--- src/rtl/shift_tx_controller.sv ---
// Round-robin two-port sequencer for a parallel-load, MSB-first shift register.
// Grants one requester, loads its word, shifts DATA_WIDTH bits, then acknowledges.
module shift_tx_controller #(
    parameter int DATA_WIDTH = 8,
    parameter int CNT_WIDTH  = $clog2(DATA_WIDTH + 1)
) (
    input  logic                  clk,
    input  logic                  reset,
    input  logic                  req0,
    input  logic                  req1,
    input  logic [DATA_WIDTH-1:0] data0,
    input  logic [DATA_WIDTH-1:0] data1,
    output logic [DATA_WIDTH-1:0] sr_data_in,
    output logic                  sr_wr_enable,
    output logic                  sr_enable,
    output logic                  sr_reset,
    output logic                  frame,
    output logic [CNT_WIDTH-1:0]  bit_cnt,
    output logic                  ack0,
    output logic                  ack1,
    output logic                  busy
);

    typedef enum logic [1:0] {
        ST_IDLE  = 2'd0,
        ST_LOAD  = 2'd1,
        ST_SHIFT = 2'd2,
        ST_DONE  = 2'd3
    } state_t;

    localparam logic [CNT_WIDTH-1:0] CNT_LAST = CNT_WIDTH'(DATA_WIDTH - 1);
    localparam logic [CNT_WIDTH-1:0] CNT_ONE  = CNT_WIDTH'(1);

    state_t               state_q, state_d;
    logic                 grant_q, grant_d;
    logic                 last_grant_q, last_grant_d;
    logic [CNT_WIDTH-1:0] bit_cnt_q, bit_cnt_d;
    logic                 pick_s;

    // Arbitration choice: a lone requester wins, a tie goes to the one not served last.
    always_comb begin
        pick_s = 1'b0;
        if (req0 && req1) begin
            pick_s = ~last_grant_q;
        end else begin
            pick_s = req1;
        end
    end

    // Next-state, grant and bit-counter update.
    always_comb begin
        state_d      = state_q;
        grant_d      = grant_q;
        last_grant_d = last_grant_q;
        bit_cnt_d    = bit_cnt_q;
        case (state_q)
            ST_IDLE: begin
                if (req0 || req1) begin
                    grant_d      = pick_s;
                    last_grant_d = pick_s;
                    state_d      = ST_LOAD;
                end else begin
                    state_d = ST_IDLE;
                end
            end
            ST_LOAD: begin
                bit_cnt_d = '0;
                state_d   = ST_SHIFT;
            end
            ST_SHIFT: begin
                // Counter lands on DATA_WIDTH as we enter DONE and is held there.
                bit_cnt_d = bit_cnt_q + CNT_ONE;
                if (bit_cnt_q == CNT_LAST) begin
                    state_d = ST_DONE;
                end else begin
                    state_d = ST_SHIFT;
                end
            end
            ST_DONE: begin
                state_d = ST_IDLE;
            end
            default: begin
                state_d = ST_IDLE;
            end
        endcase
    end

    // State, grant and counter registers with synchronous reset.
    always_ff @(posedge clk) begin
        if (reset) begin
            state_q      <= ST_IDLE;
            grant_q      <= 1'b0;
            last_grant_q <= 1'b1;
            bit_cnt_q    <= '0;
        end else begin
            state_q      <= state_d;
            grant_q      <= grant_d;
            last_grant_q <= last_grant_d;
            bit_cnt_q    <= bit_cnt_d;
        end
    end

    // Output decode from registered state only; req never reaches an output.
    always_comb begin
        sr_wr_enable = (state_q == ST_LOAD);
        sr_enable    = (state_q == ST_SHIFT);
        frame        = (state_q == ST_SHIFT);
        busy         = (state_q != ST_IDLE);
        ack0         = (state_q == ST_DONE) && !grant_q;
        ack1         = (state_q == ST_DONE) && grant_q;
        bit_cnt      = bit_cnt_q;
        if (state_q == ST_LOAD) begin
            sr_data_in = grant_q ? data1 : data0;
        end else begin
            sr_data_in = '0;
        end
    end

    // The shift register clears on the same edge as this controller.
    assign sr_reset = reset;

endmodule
--- config.mk ---
export PLATFORM = sky130hd
export DESIGN_NAME = shift_tx_controller
export DESIGN_NICKNAME = d
export VERILOG_FILES = /design/src/rtl/shift_tx_controller.sv
export SDC_FILE = /design/constraint.sdc
export NUM_CORES = 1
export LEC_CHECK = 0
export ABC_AREA = 1
export BUFFER_PORTS_ARGS = -buffer_cell sky130_fd_sc_hd__buf_2
export CAP_MARGIN = 25
export CORE_MARGIN = 10
export CORE_UTILIZATION = 39
export CTS_CLUSTER_SIZE = 16
export DETAILED_ROUTE_END_ITERATION = 8
export GPL_ROUTABILITY_DRIVEN = 1
export HOLD_SLACK_MARGIN = 0.1
export PLACE_DENSITY = 0.77
export REMOVE_ABC_BUFFERS = 1
export SLEW_MARGIN = 20
export SYNTH_ARGS = -nofsm -noshare
export SYNTH_HDL_FRONTEND = slang
export SYNTH_SLANG_ARGS = --single-unit
--- constraint.sdc ---
create_clock -name clk -period 1.66 [get_ports clk]
set_input_delay 0.083 -clock clk [delete_from_list [all_inputs] [get_ports clk]]
set_output_delay 0.083 -clock clk [all_outputs]
set_load 0.05 [all_outputs]
==> flow_metrics.py <==
metrics = {
    "timing": {
        "final_critical_path_setup_slack_ps": 162,
        "fin_crit_sh": 0.902,
        "holdWs_ps": 141,
        "endpoints_failing_setup": 0,
        "slew_worst_pin_ps": 312,
        "grt_setup_unrepaired": "no",
        "finalClockSkew_ps": 0.625,
        "tns_ps": 0,
        "slew_headroom": 0.792,
        "slew_viol_final": 0,
        "post-route-min-period_ps": 1500,
        "hold_viol": 0,
        "fmax_mhz": 668,
    },
    "critical_path": {
        "worst_setup_path_start_kind": "flop",
        "setup.worst_path.end_class": "primary output",
        "cp_data_arrival_time_ps": 1410,
        "worstSetupPathType": "flop to primary output",
        "crit_path_max_fanout": 9,
        "crit_family": "buffers and inverters",
        "required_ps": 1580,
        "count_of_cells_along_the_worst_register_to_register_path": 7,
        "regToRegSetupSlack_ps": 420,
        "crit_path_top_delay_cell": "sky130_fd_sc_hd__dfxtp_1",
        "critical_path.reg2reg.endpoint": "bit_cnt[3]",
        "timing.critical_path.buf_inv": 2,
        "rr_startpoint": "state_q[1]",
        "critical_path.cell_chain": "inv_1 > ha_2 > o21ai_0 > nor2_1 > buf_2",
        "critical_path.max_stage_delay_ps": 330,
    },
    "outcome": {
        "run_status": "finished clean",
    },
    "layout": {
        "area_growth_syn_to_layout_pct": 41.2,
        "mostFrequentLayoutCells": "38 x sky130_fd_sc_hd__buf_2, 25 x sky130_fd_sc_hd__nor2_1, 13 x sky130_fd_sc_hd__nand2_1, 9 x sky130_fd_sc_hd__inv_1, 9 x sky130_fd_sc_hd__o21ai_0",
        "postLayoutCoreUtil": 0.589,
        "filler_cell_count": 131,
        "final_net_count": 151,
        "layout_commonest_cell": "sky130_fd_sc_hd__buf_2",
        "post_route_cells_drive_above_1_share": 0.358,
        "finalNonFillerCells": 138,
        "n_antenna_cell": 0,
    },
    "placed_design": {
        "post-place-ws_ps": 387,
        "io_buffers": 38,
        "global_placement_routability_congestion": 0.716,
        "dp_hpwl_um": 1330,
        "place.detailed.instances": 134,
    },
    "pwr": {
        "switchingPower_w": 0.000449,
        "combinationalPowerShare": 0.554,
        "switching_share": 0.517,
        "power.leakage_nw": 0.443,
        "seq_power_share": 0.275,
        "power_density_nw_per_um2": 1130,
        "power.ir.vdd_worst_mv": 0.657,
        "cell_internal_pwr_w": 0.000420,
        "pwr-share-clk": 0.170,
    },
    "global_route": {
        "grt_antenna_before_repair": 0,
        "via_count_of_the_first_global_routing_pass": 555,
        "grt_first_pass_wirelength_um": 2420,
        "congestion_overflow_gr": 0,
        "grt_use_total": 0.0889,
        "largest_net_degree_at_the_start_of_global_routing": 13,
    },
    "flow_run": {
        "max_cap_violations": 0,
    },
    "hold_path": {
        "worst_hold_path.num_cells": 3,
        "hold_path_class": "input port to flop",
        "min_from": "req1",
        "worst_hold_path_endpoint": "last_grant_q",
    },
    "routing": {
        "drt-initial-drc-count": 9,
        "via_per_inst": 4.55,
        "wl_um": 1520,
        "ant_nets": 0,
        "drt_pass1_iterations": 4,
        "routedWlPerCell_um": 11.0,
        "drc_errors": 0,
        "dr_total_vias": 628,
    },
    "clock_tree": {
        "ctsHtreeMaxLevel": 1,
        "clkSlewWorstSetupHoldPaths_ps": 50,
        "cts_sinks": 8,
        "cts.path.max_buffers": 2,
        "cts_root_buffer": "sky130_fd_sc_hd__clkbuf_4",
        "cts_buf_count": 3,
        "tritoncts": "yes",
        "clkLatencyLatePin_ps": 250,
        "postCtsSetupBuffers": 0,
    },
    "die": {
        "rows": 13,
        "die_width_um": 57.3,
        "ioPinCount": 39,
        "starting_density_of_the_core": 0.417,
        "die_ar_um2": 3290,
        "die_h_um": 57.3,
        "core_box_area_um2": 1300,
    },
    "synth": {
        "synth_cell_type_count": 15,
        "ys_seq_elements": 8,
        "post_synth.cell_area_avg_um2": 6.46,
        "syn-instance-count": 84,
        "synthesis.area_um2": 543,
        "yosysTopAreaCellShare": 0.295,
        "synth-warning-count": 0,
        "post-synth-top-area-cell": "sky130_fd_sc_hd__dfxtp_1",
        "seq_area_frac_synth": 0.295,
        "synth_area_leaders": "sky130_fd_sc_hd__dfxtp_1 29%, sky130_fd_sc_hd__nor2_1 17%, sky130_fd_sc_hd__ha_1 14%, sky130_fd_sc_hd__nand2_1 9.0%, sky130_fd_sc_hd__o21ai_0 8.3%",
    },
}
power groups by stage:
stage	sequential [W]	clock, W	combinational, W
3_3_place_gp	0.000242	0	0.000479
3_5_place_dp	0.000243	0	0.000482
2_1_floorplan	0.000250	0	0.000358
6_report	0.000239	0.000148	0.000482
5_1_grt	0.000243	0.000165	0.000524
4_1_cts	0.000239	0.000153	0.000485
cells by family (layout without fill, tap and decap cells):
logic type,Yosys count,after routing,share of synthesized area
xor gates and xnor gates,1,1,0.0161
DFF,8,8,0.295
adders and majority gates,6,6,0.138
AOI/OAI and AO/OA,14,14,0.141
buffers and inverters,12,51,0.0991
and+or+nand+nor,43,43,0.311
synth_stat cells, drive strengths merged:
cell type / instances
dfxtp: 8
a21oi: 3
inv: 9
xor2: 1
o21ai: 10
nor2: 25
nand3: 3
o21bai: 1
ha: 6
nand2: 14
nor3: 1
buf: 3
sequential cells by signal, summed over array words and instances (netlist names):
signal / flops
bit_cnt: 4
state_q: 2
last_grant_q: 1
grant_q: 1
worst register-to-register path, delay by kind of cell (launching register included):
kind                       cells  cell delay (ps)
and+or+nand+nor                5              330
adders and majority gates      1              360
buffers and inverters          1               90
DFF                            1              360
layer usage:
layer / wire length (um) / global-route usage
met1: 761 / 0.116
met2: 495 / 0.112
met3: 244 / 0.0531
met4: 21 / 0.0403
met5: 0 / 0
how the worst max path moves through the flow:
stage	start	endpoint	slack [ps]	cells after the start
after global routing	state_q[1]	sr_data_in[1]	50	5
after floorplan	state_q[1]	sr_data_in[0]	-210	4
after detailed placement	state_q[1]	sr_data_in[6]	390	5
final	state_q[1]	sr_data_in[6]	160	5
after CTS	state_q[1]	sr_data_in[6]	110	5
after global placement	state_q[1]	sr_data_in[6]	400	5
area by class of cell:
class / instances / area (um2) / share of cell area
multi-input cells: 64 / 332 / 0.432
flip-flops and latches: 8 / 160 / 0.209
repair buffers: 39 / 200 / 0.261
clock buffers: 3 / 22.5 / 0.0294
inverters: 9 / 33.8 / 0.0440
well taps: 15 / 18.8 / 0.0245
through the flow:
stage	instance area [um2]	power (W)
4_1_cts	764	0.000877
5_1_grt	767	0.000932
3_5_place_dp	732	0.000726
2_1_floorplan	523	0.000608
6_report	767	0.000869
3_3_place_gp	732	0.000722
repair_timing:
action | in CTS | in global routing
resized for setup | 0 | 1
hold endpoints to repair | 3 | 0
endpoints found under the setup margin | 0 | 6
hold buffers | 1 | 0
(Power assumes the default switching activity.)
